==> config.mk <==
export PLATFORM = sky130hd
export DESIGN_NAME = tr_flag_unit_flat
export DESIGN_NICKNAME = d
export VERILOG_FILES = /design/src/rtl/tr_flag_unit_if.sv /design/src/rtl/tr_flag_unit.sv /design/src/flat_wrapper.sv
export SDC_FILE = /design/constraint.sdc
export NUM_CORES = 1
export LEC_CHECK = 0
export BUFFER_PORTS_ARGS = -buffer_cell sky130_fd_sc_hd__buf_2
export CORE_UTILIZATION = 40
export DETAILED_ROUTE_END_ITERATION = 10
export GPL_TIMING_DRIVEN = 0
export PLACE_DENSITY = 0.8
export SYNTH_ARGS = -nofsm -noshare
export SYNTH_HDL_FRONTEND = slang
export SYNTH_SLANG_ARGS = --single-unit
==> constraint.sdc <==
create_clock -name clk_i -period 1.35 [get_ports clk_i]
set_input_delay 0.27 -clock clk_i [delete_from_list [all_inputs] [get_ports clk_i]]
set_output_delay 0.27 -clock clk_i [all_outputs]
set_load 0.1 [all_outputs]
==> src/rtl/tr_flag_unit_if.sv <==
// Handshake/bus bundle for tr_flag_unit: producer result channels in,
// registered TR/flags and branch condition out.
interface tr_flag_unit_if #(
    parameter int WIDTH  = 32,
    parameter int NUM_CH = 2
);
    logic [NUM_CH-1:0]            in_valid;
    logic [NUM_CH-1:0]            in_ready;
    logic [NUM_CH-1:0][WIDTH-1:0] in_result;
    logic [NUM_CH-1:0]            in_carry;
    logic [NUM_CH-1:0]            in_ovf;
    logic [3:0]                   flag_mask;
    logic                         sticky_clr;
    logic [2:0]                   cond;
    logic                         out_valid;
    logic                         out_ready;
    logic [WIDTH-1:0]             tr;
    logic                         tr_zf;
    logic                         tr_nf;
    logic                         tr_cf;
    logic                         tr_vf;
    logic                         sticky_vf;
    logic                         cond_true;

    modport master (
        output in_valid, in_result, in_carry, in_ovf, flag_mask, sticky_clr, cond, out_ready,
        input  in_ready, out_valid, tr, tr_zf, tr_nf, tr_cf, tr_vf, sticky_vf, cond_true
    );

    modport slave (
        input  in_valid, in_result, in_carry, in_ovf, flag_mask, sticky_clr, cond, out_ready,
        output in_ready, out_valid, tr, tr_zf, tr_nf, tr_cf, tr_vf, sticky_vf, cond_true
    );
endinterface

==> src/rtl/tr_flag_unit.sv <==
// TR result register with ZF/NF/CF/VF derivation, sticky overflow and branch
// condition evaluation, fed by NUM_CH producers through a fixed/RR arbiter.
module tr_flag_unit #(
    parameter int WIDTH  = 32,
    parameter int NUM_CH = 2,
    parameter int ARB_RR = 0
) (
    input logic          clk_i,
    input logic          rst_n_i,
    tr_flag_unit_if.slave bus
);
    localparam int PW = (NUM_CH > 1) ? $clog2(NUM_CH) : 1;

    typedef struct packed {
        logic vf;
        logic cf;
        logic nf;
        logic zf;
    } flags_t;

    flags_t            flg_q, flg_d, flg_new;
    logic [WIDTH-1:0]  tr_q, tr_d, res_g;
    logic              vld_q, vld_d;
    logic              sv_q, sv_d;
    logic [PW-1:0]     ptr_q, ptr_d, gnt;
    logic              gnt_vld, accept, capture;
    logic [NUM_CH-1:0] rdy;

    // Scan from the pointer downwards so the channel closest to it is kept last.
    always_comb begin
        int idx;
        gnt     = '0;
        gnt_vld = 1'b0;
        idx     = 0;
        for (int k = NUM_CH - 1; k >= 0; k--) begin
            idx = (ARB_RR != 0) ? int'(ptr_q) + k : k;
            if (idx >= NUM_CH) idx = idx - NUM_CH;
            if (bus.in_valid[PW'(idx)]) begin
                gnt     = PW'(idx);
                gnt_vld = 1'b1;
            end
        end
    end

    assign accept  = !vld_q | bus.out_ready;
    assign capture = accept & gnt_vld;
    assign res_g   = bus.in_result[gnt];

    always_comb begin
        rdy = '0;
        for (int g = 0; g < NUM_CH; g++)
            rdy[g] = capture & (gnt == PW'(g));
    end
    assign bus.in_ready = rdy;

    always_comb begin
        flg_new.vf = bus.in_ovf[gnt];
        flg_new.cf = bus.in_carry[gnt];
        flg_new.nf = res_g[WIDTH-1];
        flg_new.zf = (res_g == '0);
    end

    always_comb begin
        tr_d  = tr_q;
        flg_d = flg_q;
        vld_d = vld_q;
        ptr_d = ptr_q;
        if (capture) begin
            tr_d  = res_g;
            flg_d = flags_t'((flg_new & bus.flag_mask) | (flg_q & ~bus.flag_mask));
            vld_d = 1'b1;
            if (ARB_RR != 0)
                ptr_d = (gnt == PW'(NUM_CH - 1)) ? '0 : gnt + 1'b1;
        end else if (accept) begin
            vld_d = 1'b0;
        end
    end

    // A fresh VF=1 capture outranks a same-cycle clear.
    always_comb begin
        sv_d = sv_q;
        if (capture && bus.flag_mask[3] && flg_new.vf) sv_d = 1'b1;
        else if (bus.sticky_clr)                        sv_d = 1'b0;
    end

    always_ff @(posedge clk_i or negedge rst_n_i) begin
        if (!rst_n_i) begin
            tr_q  <= '0;
            flg_q <= flags_t'(4'b0001);
            vld_q <= 1'b0;
            sv_q  <= 1'b0;
            ptr_q <= '0;
        end else begin
            tr_q  <= tr_d;
            flg_q <= flg_d;
            vld_q <= vld_d;
            sv_q  <= sv_d;
            ptr_q <= ptr_d;
        end
    end

    always_comb begin
        unique case (bus.cond)
            3'b000:  bus.cond_true = 1'b1;
            3'b001:  bus.cond_true = flg_q.zf;
            3'b010:  bus.cond_true = !flg_q.zf;
            3'b011:  bus.cond_true = flg_q.nf ^ flg_q.vf;
            3'b100:  bus.cond_true = !(flg_q.nf ^ flg_q.vf);
            3'b101:  bus.cond_true = flg_q.cf;
            3'b110:  bus.cond_true = !flg_q.cf;
            default: bus.cond_true = 1'b0;
        endcase
    end

    assign bus.out_valid = vld_q;
    assign bus.tr        = tr_q;
    assign bus.tr_zf     = flg_q.zf;
    assign bus.tr_nf     = flg_q.nf;
    assign bus.tr_cf     = flg_q.cf;
    assign bus.tr_vf     = flg_q.vf;
    assign bus.sticky_vf = sv_q;
endmodule

==> src/flat_wrapper.sv <==
// flat-port wrapper written by rule: the top's interface ports become plain ports
module tr_flag_unit_flat 
#(
    parameter int WIDTH  = 32,
    parameter int NUM_CH = 2,
    parameter int ARB_RR = 0
)
  (clk_i, rst_n_i, bus_in_valid, bus_in_result, bus_in_carry, bus_in_ovf, bus_flag_mask, bus_sticky_clr, bus_cond, bus_out_ready, bus_in_ready, bus_out_valid, bus_tr, bus_tr_zf, bus_tr_nf, bus_tr_cf, bus_tr_vf, bus_sticky_vf, bus_cond_true);
  tr_flag_unit_if #(.WIDTH(WIDTH), .NUM_CH(NUM_CH)) bus_i ();
  input logic clk_i;
  input logic rst_n_i;
  input wire logic [$bits(bus_i.in_valid)-1:0] bus_in_valid;
  input wire logic [$bits(bus_i.in_result)-1:0] bus_in_result;
  input wire logic [$bits(bus_i.in_carry)-1:0] bus_in_carry;
  input wire logic [$bits(bus_i.in_ovf)-1:0] bus_in_ovf;
  input wire logic [$bits(bus_i.flag_mask)-1:0] bus_flag_mask;
  input wire logic [$bits(bus_i.sticky_clr)-1:0] bus_sticky_clr;
  input wire logic [$bits(bus_i.cond)-1:0] bus_cond;
  input wire logic [$bits(bus_i.out_ready)-1:0] bus_out_ready;
  output wire logic [$bits(bus_i.in_ready)-1:0] bus_in_ready;
  output wire logic [$bits(bus_i.out_valid)-1:0] bus_out_valid;
  output wire logic [$bits(bus_i.tr)-1:0] bus_tr;
  output wire logic [$bits(bus_i.tr_zf)-1:0] bus_tr_zf;
  output wire logic [$bits(bus_i.tr_nf)-1:0] bus_tr_nf;
  output wire logic [$bits(bus_i.tr_cf)-1:0] bus_tr_cf;
  output wire logic [$bits(bus_i.tr_vf)-1:0] bus_tr_vf;
  output wire logic [$bits(bus_i.sticky_vf)-1:0] bus_sticky_vf;
  output wire logic [$bits(bus_i.cond_true)-1:0] bus_cond_true;
  assign bus_i.in_valid = bus_in_valid;
  assign bus_i.in_result = bus_in_result;
  assign bus_i.in_carry = bus_in_carry;
  assign bus_i.in_ovf = bus_in_ovf;
  assign bus_i.flag_mask = bus_flag_mask;
  assign bus_i.sticky_clr = bus_sticky_clr;
  assign bus_i.cond = bus_cond;
  assign bus_i.out_ready = bus_out_ready;
  assign bus_in_ready = bus_i.in_ready;
  assign bus_out_valid = bus_i.out_valid;
  assign bus_tr = bus_i.tr;
  assign bus_tr_zf = bus_i.tr_zf;
  assign bus_tr_nf = bus_i.tr_nf;
  assign bus_tr_cf = bus_i.tr_cf;
  assign bus_tr_vf = bus_i.tr_vf;
  assign bus_sticky_vf = bus_i.sticky_vf;
  assign bus_cond_true = bus_i.cond_true;
  tr_flag_unit #(.WIDTH(WIDTH), .NUM_CH(NUM_CH), .ARB_RR(ARB_RR)) u_core (.clk_i(clk_i), .rst_n_i(rst_n_i), .bus(bus_i));
endmodule
**After elaboration in Yosys (flattened, before gate mapping)**

Cells that the tools add are included.

- Word-level logic and storage cells: 47
- Input port bits: 81
- Bits in registers: 38
- Output and inout bits: 41

- Bitwise operators: 10
- Equal/unequal tests: 6
- $lt $le $gt $ge: 1
- Reductions and logical operators: 10
- Mux-type cells: 13

Operators with widths:

| operator | count |
|---|---|
| $mux W32 | 2 |
| $logic_not A32 Y1 | 1 |
| $mux W1 | 10 |
| $eq A3 B3 Y1 const B | 3 |
| $and A4 B4 Y4 | 2 |
| $pmux W1 S7 | 1 |
| $eq A3 B2 Y1 const B | 2 |
| $logic_not A1 Y1 | 4 |
| $not A4 Y4 | 1 |
| $or A4 B4 Y4 | 1 |
| $reduce_bool A2 Y1 | 2 |
| $and A1 B1 Y1 | 3 |
| $eq A3 B1 Y1 const B | 1 |
| $logic_not A3 Y1 | 1 |
| $logic_and A1 B1 Y1 | 2 |
| $lt A1 B2 Y1 const B | 1 |
| $not A1 Y1 | 1 |
| $or A1 B1 Y1 | 1 |
| $xor A1 B1 Y1 | 1 |

**Depth between registers and ports, before layout**

Gate-level depths: netlist (run 1).

- Depth after elaboration: 6
- Gate-level depth with buffers: 6
- Gate-level depth less buffers: 4

**Worst setup path after synthesis (run 1)**

OpenSTA, ideal clock, no wires.

- Path kind: flip-flop to output port
- Start point: reg with a tool-made name
- End point: out bus_cond_true
- Path buffers: 0
- Required time: 1.080 ns
- Arrival time: 2.773 ns
- Setup slack: -1.693 ns
- Stages on the path, launching flop included: 4
- Cells stage by stage: dfrtp_1 xor2_1 a311oi_1 o22ai_1

RTL lines:

| element | RTL line | source |
|---|---|---|
| to (decl) | flat_wrapper.sv:28 | `output wire logic [$bits(bus_i.cond_true)-1:0] bus_cond_true;` |

==> qor.txt, run 1 <==
status: complete, but fails checks
failing checks: setup timing
layout cell share with drive strength beyond 1: 0.4469
Post-Place Cells: 312
worst-margin pin slew: 0.8235 ns
Final ANT Viol Nets: 0
vias in the first global route: 1,439
Num CTS Buffers: 5
MaxCap Viol Count: 0
routability cong.: 0.7840
initial core utilization: 0.4310
final setup violation count: 5
die area: 4322 um^2
Synth cell types: 26
Top Family by Delay on Critical Path: flip-flops
met3 Use GR: 0.05208
largest net degree at the start of global routing: 39
antenna violations before repair: 0
Clk Latency, worst-skew pair: 0.28 ns
Yosys reg bits: 38
CP startpoint kind: register
WHS: 0.07726 ns
met2 Use GR: 0.3291
Die X-Extent: 65.75 um
grt ovf: 0
Starting DRT DRC Count: 48
switching power total: 1.445 mW
Sw Ratio: 0.4150
area of the multi-input gates: 675.6 um^2
gr busiest metal: met2
PD cells: 1404 nW/um^2
Logic pwr share: 0.369
sequential element share of the synthesized area: 0.5858
post-DR vias/cell: 4.835
leakage: 1.351 nW
fmax: 0.5477 GHz
CTS tree: done
Slew Limit Fails: 0
H-tree depth: 2
CP max FO: 3
Clk pwr share: 0.257
syn avg cell area: 9.029 um^2
maximum clock path buffer count: 2
Die Y: 65.75 um
core area: 3771 um^2
most frequent cells in the layout: 97 x nand2_1, 50 x buf_2, 33 x dfrtp_1
Final Power: 3.483 mW
data arrival time of the critical path: 1.56 ns
HP Class: in -> async
Post-Syn Area: 1625 um^2
Worst-path clk slew: 0.07 ns
Worst VDD drop: 0.7883 mV
Final min period: 1.826 ns
DR vias: 1,552
worst setup path category: reg -> out
P_int: 2.038 mW
endpoint class of the critical path: output port
std cell rows: 22
post-synth top area share: 0.5697
most common cell after layout, fill and taps aside: nand2_1
Synth area leader: dfrtp_1
clk sinks: 38
Slew HR: 0.4510
Crit path required time: 1.08 ns
post-synthesis net count: 261
setup_tns: -0.8200 ns
HPWL after DPL: 2939 um
synth top area cells: dfrtp_1 57%, nand2_1 23%, nor4_2 3.1%
Slowest-stage cell, CP: dfrtp_4
GR Util met1: 0.2703
hold_buf cts: 0
first-pass GRT wire length: 6555 um
fin crit share: 1.352
Detailed Route WL: 4026 um
final worst slack: -0.4757 ns
sequential share of power: 0.374
Global Route Usage Sum: 0.2054
nets: 353
Synth Instances: 180
RSZ-0062 raised after global routing: true
total of fill cells in the finished design: 309
Hold Violations, Final: 0
Post-route DRC: 0
WP buf/inv: 1
final cell utilization of the core: 0.6579
number of port buffers: 84
I/O pins: 122
FF/Latch Area: 968.4 um^2
FF-to-FF Start: u_core.bus.out_valid
wire per inst: 12.54 um
Synth Warn #: 0
Area growth syn-to-layout: 52.66%
Pre-antenna DRT Iters: 4
worst-path cell chain: xor2_4 -> a311oi_4 -> o22ai_4 -> buf_12
Post-Route Skew: 0.002875 ns
CTS root buf: clkbuf_8
max incr delay on CP: 0.51 ns
Non-Filler Instances: 321
Antenna Cells: 0
-- cells in the mapped netlist --
library cell  instances
xor2_1                1
nor4_1                4
nand4_1               2
dfstp_2               1
a21oi_1               1
nand2_1              98
o21ai_1               2
o22ai_1               1
nand3_1               1
nor4_2                4
a2bb2oi_1             1
nor2_1                1
nor2b_1               1
conb_1                2
buf_2                 6
o21ai_0               1
a311oi_1              2
o41ai_2               1
mux2_4                1
buf_6                 1
a31o_1                1
inv_1                 6
buf_4                 2
inv_4                 1
and3b_1               1
dfrtp_1              37
-- metrics by stage --
step           setup slack [ns]  area, um^2
2_1_floorplan           -0.4836        1705
3_3_place_gp            -0.3949        2186
3_5_place_dp            -0.4352        2186
4_1_cts                 -0.5448        2387
5_1_grt                 -0.5402        2481
6_report                -0.4757        2481
-- worst register-to-register path, cell delays in order, from the launching register on --
cell	delay, ns
dfrtp_4	0.47
nor2b_4	0.15
inv_8	0.06
buf_4	0.16
nand2_2	0.06
mux2_4	0.29
-- final cells by class --
type | instances | share of cell area
multi-input cells | 126 | 0.2723
clock buffers | 8 | 0.04438
plain buffers | 6 | 0.02269
flip-flops and latches | 38 | 0.3903
inverters | 7 | 0.01362
well taps | 48 | 0.02421
repair buffers | 88 | 0.2325
-- routing by layer --
| layer | vias to the layer above | routed length (um) | part of all wire |
|---|---|---|---|
| li1 | 755 | - | - |
| met1 | 731 | 1794 | 0.45 |
| met2 | 64 | 1934 | 0.48 |
| met3 | 2 | 272 | 0.068 |
| met4 | 0 | 24 | 0.0060 |
| met5 | - | 0 | 0 |
-- worst paths after layout --
kind | to | depth (start not counted) | slack (ns)
setup / recovery | bus_cond_true | 4 | -0.48
hold / removal | u_core.bus.tr[18] | 1 | 0.08
setup reg to reg | register | 5 | 0.05
hold reg to reg | u_core.bus.tr[2] | 2 | 0.47
max in group asynchronous | async pin | 1 | 0.65
min in group clk_i | u_core.bus.sticky_vf | 2 | 0.18
-- power groups by stage --
stage | logic [mW] | clock network, mW | registers [mW]
after floorplan | 0.243 | 0 | 2.02
after global placement | 1.20 | 0 | 1.31
after detailed placement | 1.21 | 0 | 1.31
after CTS | 1.25 | 0.920 | 1.30
after global routing | 1.35 | 0.968 | 1.31
final | 1.29 | 0.894 | 1.30
-- cells by family (layout without fill, tap and decap cells) --
group           after synthesis  after routing  share of synthesized area
other cells                   2              2                   0.004621
mux                           1              1                   0.009235
xor+xnor                      1              1                   0.005390
simple gates                112            112                     0.2948
compound gates               10             10                    0.04773
buf+inv                      16            109                    0.05235
flops                        38             38                     0.5858
-- timing repair --
action | in CTS | in global routing
gates cloned | 0 | 0
pin swaps | 1 | 5
setup buffers | 5 | 0
endpoints found under the hold margin | 0 | 0
endpoints found under the setup margin | 12 | 56
resized for setup | 25 | 34
Note: power is estimated with default switching activity, not from simulation.
==> run 2, diff against run 1 <==
--- a/config.mk
+++ b/config.mk
@@ -6,10 +6,12 @@
 export NUM_CORES = 1
 export LEC_CHECK = 0
 export BUFFER_PORTS_ARGS = -buffer_cell sky130_fd_sc_hd__buf_2
-export CORE_UTILIZATION = 40
+export CELL_PAD_IN_SITES_DETAIL_PLACEMENT = 0
+export CELL_PAD_IN_SITES_GLOBAL_PLACEMENT = 1
+export CORE_UTILIZATION = 27
 export DETAILED_ROUTE_END_ITERATION = 10
 export GPL_TIMING_DRIVEN = 0
-export PLACE_DENSITY = 0.8
+export PLACE_DENSITY_LB_ADDON = 0.1
 export SYNTH_ARGS = -nofsm -noshare
 export SYNTH_HDL_FRONTEND = slang
 export SYNTH_SLANG_ARGS = --single-unit
==> run 2 against run 1 <==
Net effect:
- the run still ends with setup timing left
- non-clock buffer count increased by 10
- utilization shrank 20 points
- first-iteration DRC count shrank 23%
- clock power shrank 10%
- register-to-register slack got worse by 0.02 ns
- maximum frequency fell by 1.1%
- total power shrank 1.6%
- sequential cell count unchanged
- largest cell class unchanged
==> qor.txt, run 2 (synthesized netlist as in run 1, its figures left out) <==
status: complete, but fails checks
failing checks: setup timing
maximum clock path buffer count: 2
largest net degree at the start of global routing: 39
Slew Limit Fails: 0
Hold Violations, Final: 0
GR Util met1: 0.1902
CP startpoint kind: register
area of the multi-input gates: 640.6 um^2
Detailed Route WL: 4331 um
HPWL after DPL: 3192 um
hold_buf cts: 0
met2 Use GR: 0.2402
MaxCap Viol Count: 0
final setup violation count: 3
fmax: 0.5416 GHz
Die X-Extent: 79.59 um
met3 Use GR: 0.04229
Die Y: 79.59 um
nets: 363
most frequent cells in the layout: 97 x nand2_1, 48 x buf_2, 34 x buf_4
Clk pwr share: 0.234
post-DR vias/cell: 4.315
worst-margin pin slew: 0.8703 ns
Antenna Cells: 0
Num CTS Buffers: 5
Non-Filler Instances: 355
Starting DRT DRC Count: 37
WHS: 0.09522 ns
RSZ-0062 raised after global routing: true
H-tree depth: 2
Final min period: 1.846 ns
flop2flop setup slack: 0.03 ns
Area growth syn-to-layout: 57.43%
Slowest-stage cell, CP: dfstp_4
core area: 5642 um^2
I/O pins: 122
Global Route Usage Sum: 0.1496
data arrival time of the critical path: 1.58 ns
wire per inst: 12.20 um
Clk Latency, worst-skew pair: 0.29 ns
HP Class: in -> async
vias in the first global route: 1,528
Register-to-Register Path Depth: 6
layout cell share with drive strength beyond 1: 0.4629
std cell rows: 27
routability cong.: 0.7378
CP max FO: 4
Sw Ratio: 0.4244
Top Family by Delay on Critical Path: flip-flops
first-pass GRT wire length: 7238 um
P_int: 1.973 mW
total of fill cells in the finished design: 581
Logic pwr share: 0.387
initial core utilization: 0.2881
most common cell after layout, fill and taps aside: nand2_1
Worst VDD drop: 0.4986 mV
PD cells: 1339 nW/um^2
Crit path required time: 1.08 ns
CTS tree: done
clk sinks: 38
FF/Latch Area: 968.4 um^2
DR vias: 1,532
final cell utilization of the core: 0.4535
WP buf/inv: 1
Critical Path Stages: 4
Final ANT Viol Nets: 0
switching power total: 1.454 mW
worst setup path category: reg -> out
antenna violations before repair: 0
Slew HR: 0.4198
final worst slack: -0.4963 ns
die area: 6334 um^2
gr busiest metal: met2
Post-Route Skew: 0.004679 ns
grt ovf: 0
Post-Place Cells: 336
sequential share of power: 0.379
worst-path cell chain: nor2_2 -> a311oi_2 -> o22ai_4 -> buf_12
leakage: 1.373 nW
endpoint class of the critical path: output port
CTS root buf: clkbuf_8
Worst-path clk slew: 0.07 ns
Pre-antenna DRT Iters: 3
max incr delay on CP: 0.64 ns
Post-route DRC: 0
fin crit share: 1.368
number of port buffers: 84
-- run 2: cell types whose count changed in the layout (fill, tap and decap cells not counted), moves of 2 or more --
cell and delta:
clkbuf_4 -9, buf_4 +20, buf_2 -2, clkbuf_8 -2
-- run 2: per-layer routing --
layer  wire length, um  vias up  share of wire
met4                61        0          0.014
met5                 0        -              0
li1                  -      771              -
met2              2019       49           0.47
met3               276        6          0.064
met1              1974      706           0.46
-- run 2: stage by stage --
step / instance area, um^2 / setup slack [ns] / power (mW) / setup TNS (ns)
4_1_cts: 2437 / -0.5076 / 3.432 / -1.063
2_1_floorplan: 1705 / -0.4836 / 2.265 / -0.7601
5_1_grt: 2559 / -0.5382 / 3.584 / -0.9963
3_3_place_gp: 2216 / -0.4043 / 2.527 / -0.8029
6_report: 2559 / -0.4963 / 3.427 / -0.8644
3_5_place_dp: 2216 / -0.4069 / 2.531 / -0.8133
-- run 2: worst register-to-register path, cell delays in order (launching register included) --
cell and delay, ns:
dfrtp_4 0.47, nor2b_4 0.13, buf_8 0.13, clkinv_8 0.05, buf_4 0.11, nand2_2 0.05, mux2_4 0.28
-- run 2: repair_timing --
action | 4_1_cts | 5_1_grt
resized for setup | 38 | 21
pin swaps | 2 | 3
buffers inserted | 1 | 11
gates cloned | 0 | 0
endpoints found under the setup margin | 24 | 19
-- run 2: cell type report --
| type | instances | area share |
|---|---|---|
| Inverter | 7 | 0.01516 |
| Multi-Input combinational cell | 126 | 0.2504 |
| Timing Repair Buffer | 96 | 0.2587 |
| Clock inverter | 1 | 0.001956 |
| Buffer | 8 | 0.02641 |
| Clock buffer | 7 | 0.03374 |
| Sequential cell | 38 | 0.3785 |
| Tap cell | 72 | 0.03521 |
-- run 2: worst paths after layout --
| path | to | start |
|---|---|---|
| worst max register to register | register | u_core.bus.out_valid |
| worst min register to register | u_core.bus.tr[29] | u_core.bus.tr[29] |
| worst min-delay path | u_core.bus.out_valid | rst_n_i |
| max in group asynchronous | async pin | rst_n_i |
| min in group clk_i | u_core.bus.sticky_vf | bus_sticky_clr |
| worst max-delay path | bus_cond_true | register |
-- run 2: power by group through the flow --
stage          combinational [mW]  sequential [mW]  clock (mW)
3_5_place_dp                 1.21             1.32           0
6_report                     1.33             1.30       0.802
4_1_cts                      1.30             1.30       0.839
3_3_place_gp                 1.21             1.32           0
5_1_grt                      1.39             1.31       0.884
2_1_floorplan               0.243             2.02           0
==> run 3, diff against run 2 <==
--- a/config.mk
+++ b/config.mk
@@ -5,11 +5,11 @@
 export SDC_FILE = /design/constraint.sdc
 export NUM_CORES = 1
 export LEC_CHECK = 0
-export BUFFER_PORTS_ARGS = -buffer_cell sky130_fd_sc_hd__buf_2
 export CELL_PAD_IN_SITES_DETAIL_PLACEMENT = 0
 export CELL_PAD_IN_SITES_GLOBAL_PLACEMENT = 1
-export CORE_UTILIZATION = 27
+export CORE_UTILIZATION = 41
 export DETAILED_ROUTE_END_ITERATION = 10
+export DONT_BUFFER_PORTS = 1
 export GPL_TIMING_DRIVEN = 0
 export PLACE_DENSITY_LB_ADDON = 0.1
 export SYNTH_ARGS = -nofsm -noshare
==> run 3 against run 2 <==
Net effect:
- the run still ends with setup timing left
- total power down 3.2%
- first-iteration DRC count shrank 38%
- clock-buffer cell count did not move
- die area is 33% lower
- register-to-register slack got worse by 0.37 ns
- clock skew rose by 0.00076 ns
- highest routed layer unchanged
==> qor.txt, run 3 (synthesized netlist as in run 1, its figures left out) <==
status: complete, but fails checks
failing checks: setup timing
nets: 283
Crit path required time: 1.08 ns
Clk pwr share: 0.240
Slew HR: 0.5216
initial core utilization: 0.4342
switching power total: 1.441 mW
H-tree depth: 2
first-pass GRT wire length: 6775 um
I/O pins: 122
post-DR vias/cell: 5.143
post-route cell area: 2406 um^2
Hold Violations, Final: 0
layout cell share with drive strength beyond 1: 0.6158
antenna violations before repair: 0
fmax: 0.4600 GHz
Starting DRT DRC Count: 23
Top Family by Delay on Critical Path: compound AO/OA/AOI/OAI gates
Final Power: 3.319 mW
PD cells: 1379 nW/um^2
CP max FO: 3
grt ovf: 0
Non-Filler Instances: 251
HPWL after DPL: 2763 um
Antenna Cells: 0
Num CTS Buffers: 5
Slew Limit Fails: 0
Worst-path clk slew: 0.07 ns
Global Route Usage Sum: 0.2226
MaxCap Viol Count: 0
Post-route DRC: 0
Pre-antenna DRT Iters: 3
vias in the first global route: 1,450
std cell rows: 22
Post-Place Cells: 228
Final ANT Viol Nets: 0
Detailed Route WL: 4333 um
most common cell after layout, fill and taps aside: nand2_1
Clk Latency, worst-skew pair: 0.29 ns
largest net degree at the start of global routing: 39
final worst slack: -0.8239 ns
Logic pwr share: 0.140
Worst VDD drop: 0.8094 mV
wire per inst: 17.26 um
CTS root buf: clkbuf_8
Area growth syn-to-layout: 48.04%
WP buf/inv: 0
final cell utilization of the core: 0.6427
Die X-Extent: 64.96 um
DP Area: 1765 um^2
CTS tree: done
core area: 3744 um^2
sequential share of power: 0.620
RSZ-0062 raised after global routing: true
CP startpoint kind: register
DR vias: 1,291
P_int: 1.878 mW
endpoint class of the critical path: output port
Final min period: 2.174 ns
pre-CTS setup slack: -0.5391 ns
number of port buffers: 0
worst-margin pin slew: 0.7366 ns
Slowest-stage cell, CP: dfrtp_4
most frequent cells in the layout: 56 x nand2_1, 34 x nand2_2, 34 x dfrtp_2
clk sinks: 38
WHS: 0.05621 ns
worst-path cell chain: xor2_2 -> a2bb2oi_2 -> o22ai_4
die area: 4220 um^2
routability cong.: 0.6916
leakage: 1.128 nW
final setup violation count: 40
max incr delay on CP: 0.63 ns
fin crit share: 1.610
data arrival time of the critical path: 1.90 ns
Post-Route Skew: 0.005438 ns
HP Class: in -> reg
maximum clock path buffer count: 2
Sw Ratio: 0.4342
setup_tns: -11.54 ns
Die Y: 64.96 um
worst setup path category: reg -> out
==> run 3: power groups by stage <==
stage / sequential, mW / combinational, mW / clock, mW
6_report: 2.06 / 0.465 / 0.796
5_1_grt: 2.07 / 0.505 / 0.870
4_1_cts: 2.05 / 0.430 / 0.824
3_5_place_dp: 2.04 / 0.276 / 0
3_3_place_gp: 2.04 / 0.267 / 0
2_1_floorplan: 2.02 / 0.243 / 0
==> run 3: cell type report <==
type / count / area, um^2
Buffer: 9 / 132.6
Clock buffer: 7 / 86.33
Clock inverter: 1 / 5.005
Fill cell: 293 / 1338
Inverter: 7 / 33.78
Multi-Input combinational cell: 126 / 789.5
Sequential cell: 38 / 1010
Tap cell: 48 / 60.06
Timing Repair Buffer: 15 / 289.0
==> run 3: worst reg2reg max path: cells and delay by family (launching register included) <==
family                 cells  cell delay [ns]
buffers and inverters      5             0.61
DFF                        1             0.62
AOI/OAI and AO/OA          1             0.11
and+or+nand+nor            2             0.24
==> run 3: timing repair <==
action,4_1_cts,5_1_grt
endpoints found under the setup margin,68,40
cloned,5,1
setup buffers,7,1
hold buffers,2,0
endpoints found under the hold margin,38,0
pin swaps,22,30
resized for setup,87,35
==> run 3: layer usage <==
metal / part of all wire / GRT usage / up-vias
li1: - / - / 612
met1: 0.38 / 0.2503 / 610
met2: 0.50 / 0.3750 / 60
met3: 0.091 / 0.08803 / 9
met4: 0.021 / 0.08611 / 0
met5: 0 / 0 / -
==> run 3: worst paths after layout <==
kind                                      startpoint                    to  slack (ns)  cells after the start
worst max-delay path                        register         bus_cond_true       -0.82                      3
worst min-delay path                  bus_sticky_clr  u_core.bus.sticky_vf        0.06                      1
worst max register to register  u_core.bus.out_valid              register       -0.34                      8
worst min register to register      u_core.bus.tr[8]      u_core.bus.tr[8]        0.79                      2
max in group asynchronous                    rst_n_i             async pin        0.65                      2
min in group asynchronous                    rst_n_i      u_core.bus.tr[9]        0.44                      2
